File: src/rtl/pixel_pkg.sv
// Shared pixel types, widths and Sobel helpers.
// Reused by the line buffer, edge detector and output stage.
package pixel_pkg;

  localparam int PIX_W       = 8;
  localparam int CNT_W       = 11;
  localparam int COL_NUM_DEF = 320;

  localparam logic [PIX_W-1:0] EDGE_ON  = 8'hFF;
  localparam logic [PIX_W-1:0] EDGE_OFF = 8'h00;

  typedef logic [PIX_W-1:0] pix_t;
  typedef logic [9:0]       sum_t;
  typedef logic [10:0]      mag_t;

  // Window indexed [row][col]: row 0 is the top row, col 2 the newest column.
  typedef pix_t [2:0][2:0] win_t;

  typedef struct packed {
    logic vld;
    sum_t gxp;
    sum_t gxn;
    sum_t gyp;
    sum_t gyn;
  } s1_t;

  typedef struct packed {
    logic vld;
    sum_t ax;
    sum_t ay;
  } s2_t;

  function automatic sum_t tap3(pix_t a, pix_t b, pix_t c);
    return sum_t'(a) + {1'b0, b, 1'b0} + sum_t'(c);
  endfunction

  function automatic sum_t adiff(sum_t a, sum_t b);
    return (a >= b) ? a - b : b - a;
  endfunction

endpackage

File: src/rtl/sobel_kernel.sv
// Registered Sobel datapath: partial sums, absolute values, threshold.
// Valid tags ride alongside the data; every stage advances each cycle.
module sobel_kernel
  import pixel_pkg::*;
#(
  parameter int THRESHOLD = 40
) (
  input  logic sclk,
  input  logic rst_n,
  input  win_t win,
  input  logic win_vld,
  output pix_t po_data,
  output logic po_flag
);

  localparam mag_t THR = mag_t'(THRESHOLD);

  s1_t  s1;
  s2_t  s2;
  mag_t mag;

  assign mag = {1'b0, s2.ax} + {1'b0, s2.ay};

  always_ff @(posedge sclk or negedge rst_n) begin
    if (!rst_n) begin
      s1 <= '0;
    end else begin
      s1.vld <= win_vld;
      s1.gxp <= tap3(win[0][2], win[1][2], win[2][2]);
      s1.gxn <= tap3(win[0][0], win[1][0], win[2][0]);
      s1.gyp <= tap3(win[0][0], win[0][1], win[0][2]);
      s1.gyn <= tap3(win[2][0], win[2][1], win[2][2]);
    end
  end

  always_ff @(posedge sclk or negedge rst_n) begin
    if (!rst_n) begin
      s2 <= '0;
    end else begin
      s2.vld <= s1.vld;
      s2.ax  <= adiff(s1.gxp, s1.gxn);
      s2.ay  <= adiff(s1.gyp, s1.gyn);
    end
  end

  always_ff @(posedge sclk or negedge rst_n) begin
    if (!rst_n) begin
      po_flag <= 1'b0;
      po_data <= EDGE_OFF;
    end else begin
      po_flag <= s2.vld;
      if (s2.vld) begin
        po_data <= (mag >= THR) ? EDGE_ON : EDGE_OFF;
      end
    end
  end

endmodule

File: src/rtl/sobel_3x3.sv
// Builds a 3x3 window from the line-buffer row stream and
// emits a thresholded Sobel edge pixel per interior column.
module sobel_3x3
  import pixel_pkg::*;
#(
  parameter int COL_NUM   = COL_NUM_DEF,
  parameter int THRESHOLD = 40
) (
  input  logic       sclk,
  input  logic       rst_n,
  input  logic [7:0] mat_row1,
  input  logic [7:0] mat_row2,
  input  logic [7:0] mat_row3,
  input  logic       mat_flag,
  output logic [7:0] po_data,
  output logic       po_flag
);

  localparam logic [CNT_W-1:0] LAST = CNT_W'(COL_NUM - 1);
  localparam logic [CNT_W-1:0] TWO  = CNT_W'(2);

  logic             in_vld;
  logic             win_vld;
  logic [CNT_W-1:0] col_cnt;
  win_t             win;

  always_ff @(posedge sclk or negedge rst_n) begin
    if (!rst_n) begin
      in_vld  <= 1'b0;
      win_vld <= 1'b0;
      col_cnt <= '0;
      win     <= '0;
    end else begin
      in_vld  <= mat_flag;
      // A row's first two captures only prime the window.
      win_vld <= in_vld && (col_cnt >= TWO);
      if (in_vld) begin
        win[0]  <= {mat_row1, win[0][2], win[0][1]};
        win[1]  <= {mat_row2, win[1][2], win[1][1]};
        win[2]  <= {mat_row3, win[2][2], win[2][1]};
        col_cnt <= (col_cnt == LAST) ? '0 : col_cnt + 1'b1;
      end
    end
  end

  sobel_kernel #(
    .THRESHOLD(THRESHOLD)
  ) u_kernel (
    .sclk   (sclk),
    .rst_n  (rst_n),
    .win    (win),
    .win_vld(win_vld),
    .po_data(po_data),
    .po_flag(po_flag)
  );

endmodule

File: config.mk
export PLATFORM = sky130hd
export DESIGN_NAME = sobel_3x3
export DESIGN_NICKNAME = d
export VERILOG_FILES = /design/src/rtl/pixel_pkg.sv /design/src/rtl/sobel_kernel.sv /design/src/rtl/sobel_3x3.sv
export SDC_FILE = /design/constraint.sdc
export NUM_CORES = 1
export LEC_CHECK = 0
export ABC_AREA = 1
export CORE_MARGIN = 1.5
export CORE_UTILIZATION = 30
export DETAILED_ROUTE_END_ITERATION = 8
export GPL_TIMING_DRIVEN = 0
export HOLD_SLACK_MARGIN = 0.1
export PLACE_DENSITY_LB_ADDON = 0.3
export SLEW_MARGIN = 30
export SYNTH_ARGS = -nofsm -noshare
export SYNTH_HDL_FRONTEND = slang
export SYNTH_SLANG_ARGS = --single-unit
File: constraint.sdc
create_clock -name sclk -period 2.75 [get_ports sclk]
set_input_delay 0.275 -clock sclk [delete_from_list [all_inputs] [get_ports sclk]]
set_output_delay 0.275 -clock sclk [all_outputs]
set_load 0.03 [all_outputs]
==> After elaboration in Yosys (flattened, before gate mapping) <==
Cells that the tools add are included.
{ "totals": {"inputBits": 27, "output_inout_bits": 9, "wordCells": 46, "reg_bits": 156} }
{ "classes": {"n_reduce_logical": 1, "n_addsub": 14, "order_cmp": 4, "eq_ne": 1, "n_mux": 4} }
{ "ops": {"columns": ["operator", "n"], "rows": [
  ["10-bit by 8-bit adder with 10-bit output", 4],
  ["8-bit by 9-bit adder with 10-bit output", 4],
  ["10-bit subtractor", 4],
  ["10-bit >= comparator", 2],
  ["10-bit 2-to-1 mux", 2],
  ["10-bit by 10-bit adder with 11-bit output", 1],
  ["11-bit by 1-bit adder with 11-bit output, second input constant", 1],
  ["11-bit by 9-bit == test with 1-bit output, second input constant", 1],
  ["11-bit by 2-bit >= comparator with 1-bit output, second input constant", 1],
  ["11-bit by 6-bit >= comparator with 1-bit output, second input constant", 1],
  ["11-bit 2-to-1 mux", 1],
  ["8-bit 2-to-1 mux", 1],
  ["1-bit logical AND", 1]
]} }

==> Depth between registers and ports, before layout <==
Gate-level depths: netlist of the first run.
{ "logic_depth": {"depth_word": 3, "mapped_depth": 13} }

==> Hierarchy <==
From an unflattened synthesis of the first run, not the netlist that was laid out.
{ "unflattened": {"cells_unflattened": 1113, "area_unflattened_um2": 9546.7} }
{ "modules_own_cells": {"columns": ["module", "n_inst", "seq_area_each_um2", "cells_each", "area_per_inst_um2"], "rows": [
  ["sobel_kernel", 1, 1601.5, 740, 6150.9],
  ["sobel_3x3", 1, 2127.0, 373, 3395.8]
]} }

==> Least setup slack after synthesis of the first run <==
OpenSTA, ideal clock, no wires.
{ "synth_path": {"path_type": "reg2reg", "startpoint": "register, netlist name win[1]", "endpoint": "register u_kernel.s1[17] (netlist bit)", "arrival_time_ns": 2.194, "synth_period_minus_slack_ns": 2.317, "setup_slack_ns": 0.433, "path_stages_with_launch": 10, "n_path_buf": 0, "cell_sequence": "dfrtp_1 > fa_1 > ha_1 > inv_1 > fa_1 > o21ai_0 > nand2_1 > a21oi_1 > nor2_1 > xnor2_1"} }
{ "synth_between": {"elab_chain_cells": 2} }
{ "synth_rtl": {"columns": ["item", "line_no", "rtl"], "rows": [
  ["8-bit by 9-bit adder with 10-bit output", "pixel_pkg.sv:34", "return sum_t'(a) + {1'b0, b, 1'b0} + sum_t'(c);"],
  ["10-bit by 8-bit adder with 10-bit output", "pixel_pkg.sv:34", null],
  ["end, declared", "sobel_kernel.sv:18", "s1_t s1;"]
]} }
Every way passes these cells.
A chain may end at the register's enable or synchronous reset.

==> Final worst setup path of the first run <==
{ "layout_path": {"startpoint": "register, netlist name win[17]", "endpoint": "register u_kernel.s1[37] (netlist bit)"} }
{ "layout_between": {"elab_chain_cells": 2} }
{ "layout_rtl": {"columns": ["item", "line_no"], "rows": [
  ["8-bit by 9-bit adder with 10-bit output", "pixel_pkg.sv:34"],
  ["10-bit by 8-bit adder with 10-bit output", "pixel_pkg.sv:34"]
]} }
Every way passes these cells.

==> results of run 1 <==
## stage by stage
step,power (mW),area (um^2),hold WS (ns)
after global placement,10.3,10300,0.342
after floorplan,8.77,9410,-0.0206
after detailed placement,10.4,10300,0.276
after global routing,13.9,10900,0.272
final,12.6,10900,0.278
after CTS,12.7,10900,0.269
## worst max-delay path: stages (launching register included)
cell and delay (ns):
dfrtp_2 0.49, fa_1 0.58, ha_1 0.23, inv_1 0.07, fa_1 0.42, o21ai_2 0.23, a21oi_1 0.10, nor2_1 0.10
nor2_1 0.07, xnor2_2 0.19
## power by group through the flow
stage | Sequential [mW] | Combinational [mW] | Clock [mW]
2_1_floorplan | 3.19 | 5.58 | 0
3_3_place_gp | 3.36 | 6.98 | 0
3_5_place_dp | 3.36 | 7.06 | 0
4_1_cts | 3.32 | 7.12 | 2.26
5_1_grt | 3.38 | 8.18 | 2.36
6_report | 3.30 | 7.09 | 2.22
## final timing paths
kind                                   end  cells after the start  slack, ns
setup / recovery           u_kernel.s1[37]                      9       0.16
hold / removal                      in_vld                      1       0.28
setup reg to reg           u_kernel.s1[37]                      9       0.16
hold reg to reg            u_kernel.s2[20]                      0       0.35
max in group asynchronous          win[48]                      3       1.59
min in group asynchronous          win[21]                      2       0.38
## cells by family (layout without fill, tap and decap cells)
logic type	after synthesis	after routing	share of synthesized area
flops	149	149	0.396
xor+xnor	58	58	0.0540
simple gates	392	392	0.171
compound gates	172	172	0.0997
fa+ha+maj	123	123	0.193
buf+inv	196	265	0.0861
## synth_stat cells (all sizes together)
cell type	instances	area, um^2
a211oi	1	7.51
a21boi	2	15.0
a21oi	73	380
a31oi	2	12.5
buf	17	138
clkbuf	15	57.6
dfrtp	149	3730
fa	37	741
ha	86	1080
inv	164	616
nand2	298	1120
nand3	23	115
nand3b	7	52.6
nand4	11	68.8
nor2	40	153
nor3	7	46.3
nor3b	2	15.0
nor4	4	37.5
o211ai	8	60.1
o21ai	82	433
o21bai	4	30.0
xnor2	15	131
xor2	43	377
## timing repair
action | CTS | global route
gates resized for setup | 3 | 5
endpoints found under the setup margin | 2 | 4
hold buffers | 1 | 0
endpoints found under the hold margin | 70 | 0
setup buffers | 0 | 0
## layout make-up
type                            count  area, um^2  area share
Clock inverter                     11        92.6     0.00851
Inverter                          164         616      0.0566
Timing Repair Buffer               37         393      0.0361
Buffer                             32         195      0.0179
Clock buffer                       21         470      0.0432
Tap cell                          396         495      0.0455
Multi-Input combinational cell    745        4890       0.449
Sequential cell                   149        3730       0.343
## per-layer routing
layer | global-route usage | part of all wire | routed length [um] | vias up
met3 | 0.0245 | 0.035 | 725 | 31
li1 | - | - | - | 3549
met4 | 0.0474 | 0.023 | 482 | 0
met2 | 0.225 | 0.47 | 9730 | 120
met5 | 0 | 0 | 0 | -
met1 | 0.177 | 0.47 | 9650 | 3291
## flip-flops by register name, summed over array words and instances, names as in the netlist
register and flops:
u_kernel.po_data 1, in_vld 1, u_kernel.s1 41, col_cnt 11, u_kernel.po_flag 1, u_kernel.s2 21, win 72, win_vld 1
==> key figures, run 1 <==
Timing
  • Final Worst Setup Slack: 0.162 ns
  • Worst-Margin Slew: 0.654 ns
  • Final hold violation count: 0
  • Final min period: 2.59 ns
  • Layout Skew: 0.0116 ns
  • Max Clk Rate: 386 MHz
  • Max-slew violation count: 0
  • Setup TNS: 0 ns
  • Final worst path period share: 0.941
  • Endpoints failing setup: 0
  • Worst slew margin: 0.564
  • Unrepaired setup endpoints after global routing: no

Die
  • Initial Utilization: 0.306
  • Full die area: 32,500 um^2
  • Core area: 30,700 um^2
  • Rows: 64
  • Die width: 180 um
  • Die H: 180 um
  • Ports: 36

Min path
  • Hold path startpoint: mat_flag
  • Hold Path Class: in -> reg

Status
  • Failing checks: DRC
  • Outcome: finished, violations left

Critical path
  • CP Data Required Time: 3.08 ns
  • Crit path from: win[17]
  • Worst R2R Start: win[17]
  • Worst setup path class: reg -> reg
  • Worst Setup Start Kind: flop
  • Worst-path maximum fanout: 4
  • Arrival time worst endpoint: 2.91 ns
  • Worst setup EP type: flop

Routing
  • DRC: 2
  • Via count: 6,991
  • ANT nets after route: 0
  • Post-DR vias/cell: 4.50
  • WL final: 20,600 um
  • 1st-iter DRT viols: 324
  • Drt pass-1 iters: 6
  • Wire per inst: 13.2 um

Synth
  • Ys Warns: 0
  • Post-synthesis cell area: 9410 um^2
  • Synth Register Bits: 149
  • Post-Syn Nets: 1,240
  • Register area share after synthesis: 0.396
  • Synth unique cells: 35
  • Synth Area per Inst: 8.64 um^2
  • Post-synthesis instance total: 1,090

GRT
  • Vias in the first global route: 6,944
  • Initial antenna violation count: 0
  • First-pass GRT wire length: 35,000 um
  • Total GRT Usage: 0.135
  • Largest net degree at the start of global routing: 80
  • Grt total ovfl: 0

Clocking
  • Clk slew on worst S/H paths: 0.07 ns
  • CTS tree: yes
  • Root buffer cell: clkbuf_16
  • Clk sinks: 149
  • CTS Buf Count: 17
  • Worst-case clock buffer depth: 2
  • H-tree Lvls: 4
  • Worst-skew pair later-pin latency: 0.43 ns

Finish
  • Non-filler cells, final: 1,555
  • Share of layout cells above drive strength 1: 0.0630
  • Fillers: 3,246
  • Antenna cell count: 0
  • Most frequent cells in the layout: 296 x nand2_1, 161 x inv_1, 148 x dfrtp_1, 86 x ha_1, 69 x a21oi_1
  • NumNets Final: 1,296
  • Final Util: 0.354
  • Layout area overhead: 15.6%
  • Most common cell after layout, fill and taps aside: nand2_1

Place
  • PortBufs: 35
  • Pre-CTS setup slack: -0.0931 ns
  • Dpl cells: 1,522
  • Final Wtd Congestion: 0.875
  • Hpwl dp: 16,200 um

Power
  • Sequential Power Share: 0.262
  • Power Dens Cells: 1160 nW/um^2
  • Combinational Power Share: 0.562
  • Sw Ratio: 0.459
  • Clock power share: 0.176
  • Switching pwr: 5.79 mW
  • Pleak: 5.50 nW
  • Internal power: 6.83 mW
  • Maximum vdd drop: 0.411 mV

Flow run
  • Max Cap Viol: 0
No activity file was read; power rests on OpenSTA's default activity.
==> inputs of run 2 (changes only) <==
--- a/config.mk
+++ b/config.mk
@@ -12,7 +12,7 @@
 export GPL_TIMING_DRIVEN = 0
 export HOLD_SLACK_MARGIN = 0.1
 export PLACE_DENSITY_LB_ADDON = 0.3
-export SLEW_MARGIN = 30
+export SLEW_MARGIN = 20
 export SYNTH_ARGS = -nofsm -noshare
 export SYNTH_HDL_FRONTEND = slang
 export SYNTH_SLANG_ARGS = --single-unit
==> results of run 2 <==
Final layout, timing and power as in run 1 (identical DEF).
==> inputs of run 3 (changes only) <==
--- a/config.mk
+++ b/config.mk
@@ -16,3 +16,4 @@
 export SYNTH_ARGS = -nofsm -noshare
 export SYNTH_HDL_FRONTEND = slang
 export SYNTH_SLANG_ARGS = --single-unit
+export TNS_END_PERCENT = 1
==> run 3 against run 2 <==
Effect of this change:
- the flow still finishes with violations (DRC)
- count of clock-buffer cells in the layout did not move
- combinational power barely moved
- wire length barely moved
- clock skew barely moved
- first-iteration DRC count fell by 4.9%
- sequential share of layout area barely moved
- via count barely moved
- global-route usage did not move
- final cell count did not move
- critical path type unchanged
==> key figures, run 3 (same netlist as run 1, synthesis figures left out) <==
Status
  • Outcome: finished, violations left (unchanged)
  • Failing checks: DRC (unchanged)

Die
  • Initial Utilization: 0.306 (unchanged)
  • Ports: 36 (unchanged)
  • Die width: 180 um (unchanged)
  • Die H: 180 um (unchanged)
  • Full die area: 32,500 um^2 (unchanged)
  • Core area: 30,700 um^2 (unchanged)
  • Rows: 64 (unchanged)

Min path
  • Number of cells on the worst hold path: 1 (unchanged)
  • Hold Path Class: in -> reg (unchanged)
  • Hold path startpoint: mat_flag (unchanged)

Place
  • Pre-CTS setup slack: -0.0931 ns (unchanged)
  • Final Wtd Congestion: 0.875 (unchanged)
  • Hpwl dp: 16,200 um (unchanged)
  • PortBufs: 35 (unchanged)

Timing
  • Max-slew violation count: 0 (unchanged)
  • Worst-Margin Slew: 0.653 ns (was 0.654 ns)
  • Unrepaired setup endpoints after global routing: yes (was no)
  • Setup TNS: 0 ns (unchanged)
  • Layout Skew: 0.0114 ns (was 0.0116 ns)
  • Final worst path period share: 0.946 (was 0.941)
  • Worst slew margin: 0.565 (was 0.564)
  • Endpoints failing setup: 0 (unchanged)
  • Final Worst Setup Slack: 0.147 ns (was 0.162 ns)
  • Final min period: 2.60 ns (was 2.59 ns)
  • Max Clk Rate: 384 MHz (was 386 MHz)
  • Final hold violation count: 0 (unchanged)

Critical path
  • Worst-path maximum fanout: 4 (unchanged)
  • Slowest cell on crit path: fa_1 (unchanged)
  • Arrival time worst endpoint: 2.92 ns (was 2.91 ns)
  • Worst setup path class: reg -> reg (unchanged)
  • RR Endpoint: u_kernel.s1[37] (unchanged)
  • Crit path from: win[17] (unchanged)
  • Register-to-register setup slack: 0.15 ns (was 0.16 ns)
  • CP max stage delay: 0.58 ns (about the same)
  • Worst setup EP type: flop (unchanged)
  • Critical Path Sink: u_kernel.s1[37] (unchanged)
  • Worst Setup Start Kind: flop (unchanged)
  • Worst R2R Start: win[17] (unchanged)
  • CP Data Required Time: 3.07 ns (was 3.08 ns)
  • Reg2Reg Depth: 9 (unchanged)
  • Worst-path cell chain: fa_1, ha_1, inv_1, fa_1, o21ai_2, a21oi_1, nor2_1, nor2_1, xnor2_1 (was fa_1, ha_1, inv_1, fa_1, o21ai_2, a21oi_1, nor2_1, nor2_1, xnor2_2)

Clocking
  • CTS tree: yes (unchanged)
  • Worst-skew pair later-pin latency: 0.43 ns (about the same)
  • Clk slew on worst S/H paths: 0.07 ns (about the same)
  • Worst-case clock buffer depth: 2 (unchanged)
  • Root buffer cell: clkbuf_16 (unchanged)
  • Setup bufs post-CTS: 0 (unchanged)
  • CTS Buf Count: 17 (unchanged)
  • H-tree Lvls: 4 (unchanged)
  • Clk sinks: 149 (unchanged)

Finish
  • Layout area overhead: 15.5% (was 15.6%)
  • Share of layout cells above drive strength 1: 0.0621 (was 0.0630)
  • Number of flip-flops in the largest register: 72 (unchanged)
  • Most common cell after layout, fill and taps aside: nand2_1 (unchanged)
  • Area of the multi-input gates: 4880 um^2 (was 4890 um^2)
  • NumNets Final: 1,296 (unchanged)
  • Antenna cell count: 0 (unchanged)
  • Most frequent cells in the layout: 296 x nand2_1, 161 x inv_1, 148 x dfrtp_1, 86 x ha_1, 69 x a21oi_1 (unchanged)
  • Storage cell area: 3730 um^2 (unchanged)
  • Fillers: 3,248 (was 3,246)
  • Largest regs: win x72, u_kernel.s1 x41, u_kernel.s2 x21 (unchanged)
  • Most flop-heavy register: win (unchanged)

Routing
  • Post-DR vias/cell: 4.49 (was 4.50)
  • ANT nets after route: 0 (unchanged)
  • DRC: 2 (unchanged)
  • Wire per inst: 13.2 um (about the same)
  • Drt pass-1 iters: 7 (was 6)
  • Via count: 6,986 (was 6,991)
  • WL final: 20,600 um (about the same)
  • 1st-iter DRT viols: 308 (was 324)

Power
  • Maximum vdd drop: 0.412 mV (was 0.411 mV)
  • Overall Power: 12.6 mW (about the same)
  • Pleak: 5.49 nW (was 5.50 nW)
  • Power Dens Cells: 1160 nW/um^2 (about the same)

GRT
  • Grt total ovfl: 0 (unchanged)
  • Total GRT Usage: 0.135 (unchanged)
  • Largest net degree at the start of global routing: 80 (unchanged)
  • First-pass GRT wire length: 35,000 um (unchanged)
  • Initial antenna violation count: 0 (unchanged)
  • Vias in the first global route: 6,944 (unchanged)

Flow run
  • Max Cap Viol: 0 (unchanged)
-- run 3: repair_timing --
action	in CTS	in global routing
resized for setup	3	4
endpoints found under the hold margin	70	0
pin swaps	0	0
endpoints found under the setup margin	2	4
hold buffers	1	0
-- run 3: worst min path at each step --
stage / to / slack [ns]
2_1_floorplan: col_cnt[0] / -0.02
4_1_cts: in_vld / 0.27
3_3_place_gp: u_kernel.s2[20] / 0.34
5_1_grt: in_vld / 0.27
6_report: in_vld / 0.28
3_5_place_dp: win[21] / 0.28
-- run 3: final cells by class --
type,instances,area share
Clock buffer,21,0.0433
Tap cell,396,0.0456
Timing Repair Buffer,37,0.0361
Buffer,32,0.0179
Sequential cell,149,0.343
Clock inverter,11,0.00851
Inverter,164,0.0566
Multi-Input combinational cell,745,0.449
-- run 3: power breakdown --
group	switching, mW	internal, mW	leakage [nW]	total [mW]
clock network	0.975	1.24	0.272	2.22
registers	0.457	2.85	1.81	3.30
logic	4.35	2.73	3.40	7.08
total	5.79	6.82	5.49	12.6
-- run 3: routing by layer --
metal / wire (um) / share of wire / vias to the layer above / global-route usage
met5: 0 / 0 / - / 0
met4: 482 / 0.023 / 0 / 0.0474
met3: 753 / 0.037 / 31 / 0.0245
met2: 9710 / 0.47 / 119 / 0.225
met1: 9640 / 0.47 / 3287 / 0.177
li1: - / - / 3549 / -
-- run 3: stage by stage --
step | instance area, um^2 | hold WS (ns) | cells | util
2_1_floorplan | 9410 | -0.0206 | 1090 | -
3_3_place_gp | 10300 | 0.342 | 1521 | 0.334
3_5_place_dp | 10300 | 0.276 | 1522 | 0.335
4_1_cts | 10900 | 0.269 | 1555 | 0.353
5_1_grt | 10900 | 0.272 | 1555 | 0.354
6_report | 10900 | 0.278 | 1555 | 0.354
-- run 3: critical path: cells and delay by family, from the launching register on --
family | cells | cell delay (ns)
AO/OA/AOI/OAI | 2 | 0.33
buffers and inverters | 1 | 0.07
adder cells (fa/ha/maj) | 3 | 1.23
AND/OR/NAND/NOR | 2 | 0.16
flip-flops | 1 | 0.49
XOR/XNOR | 1 | 0.22
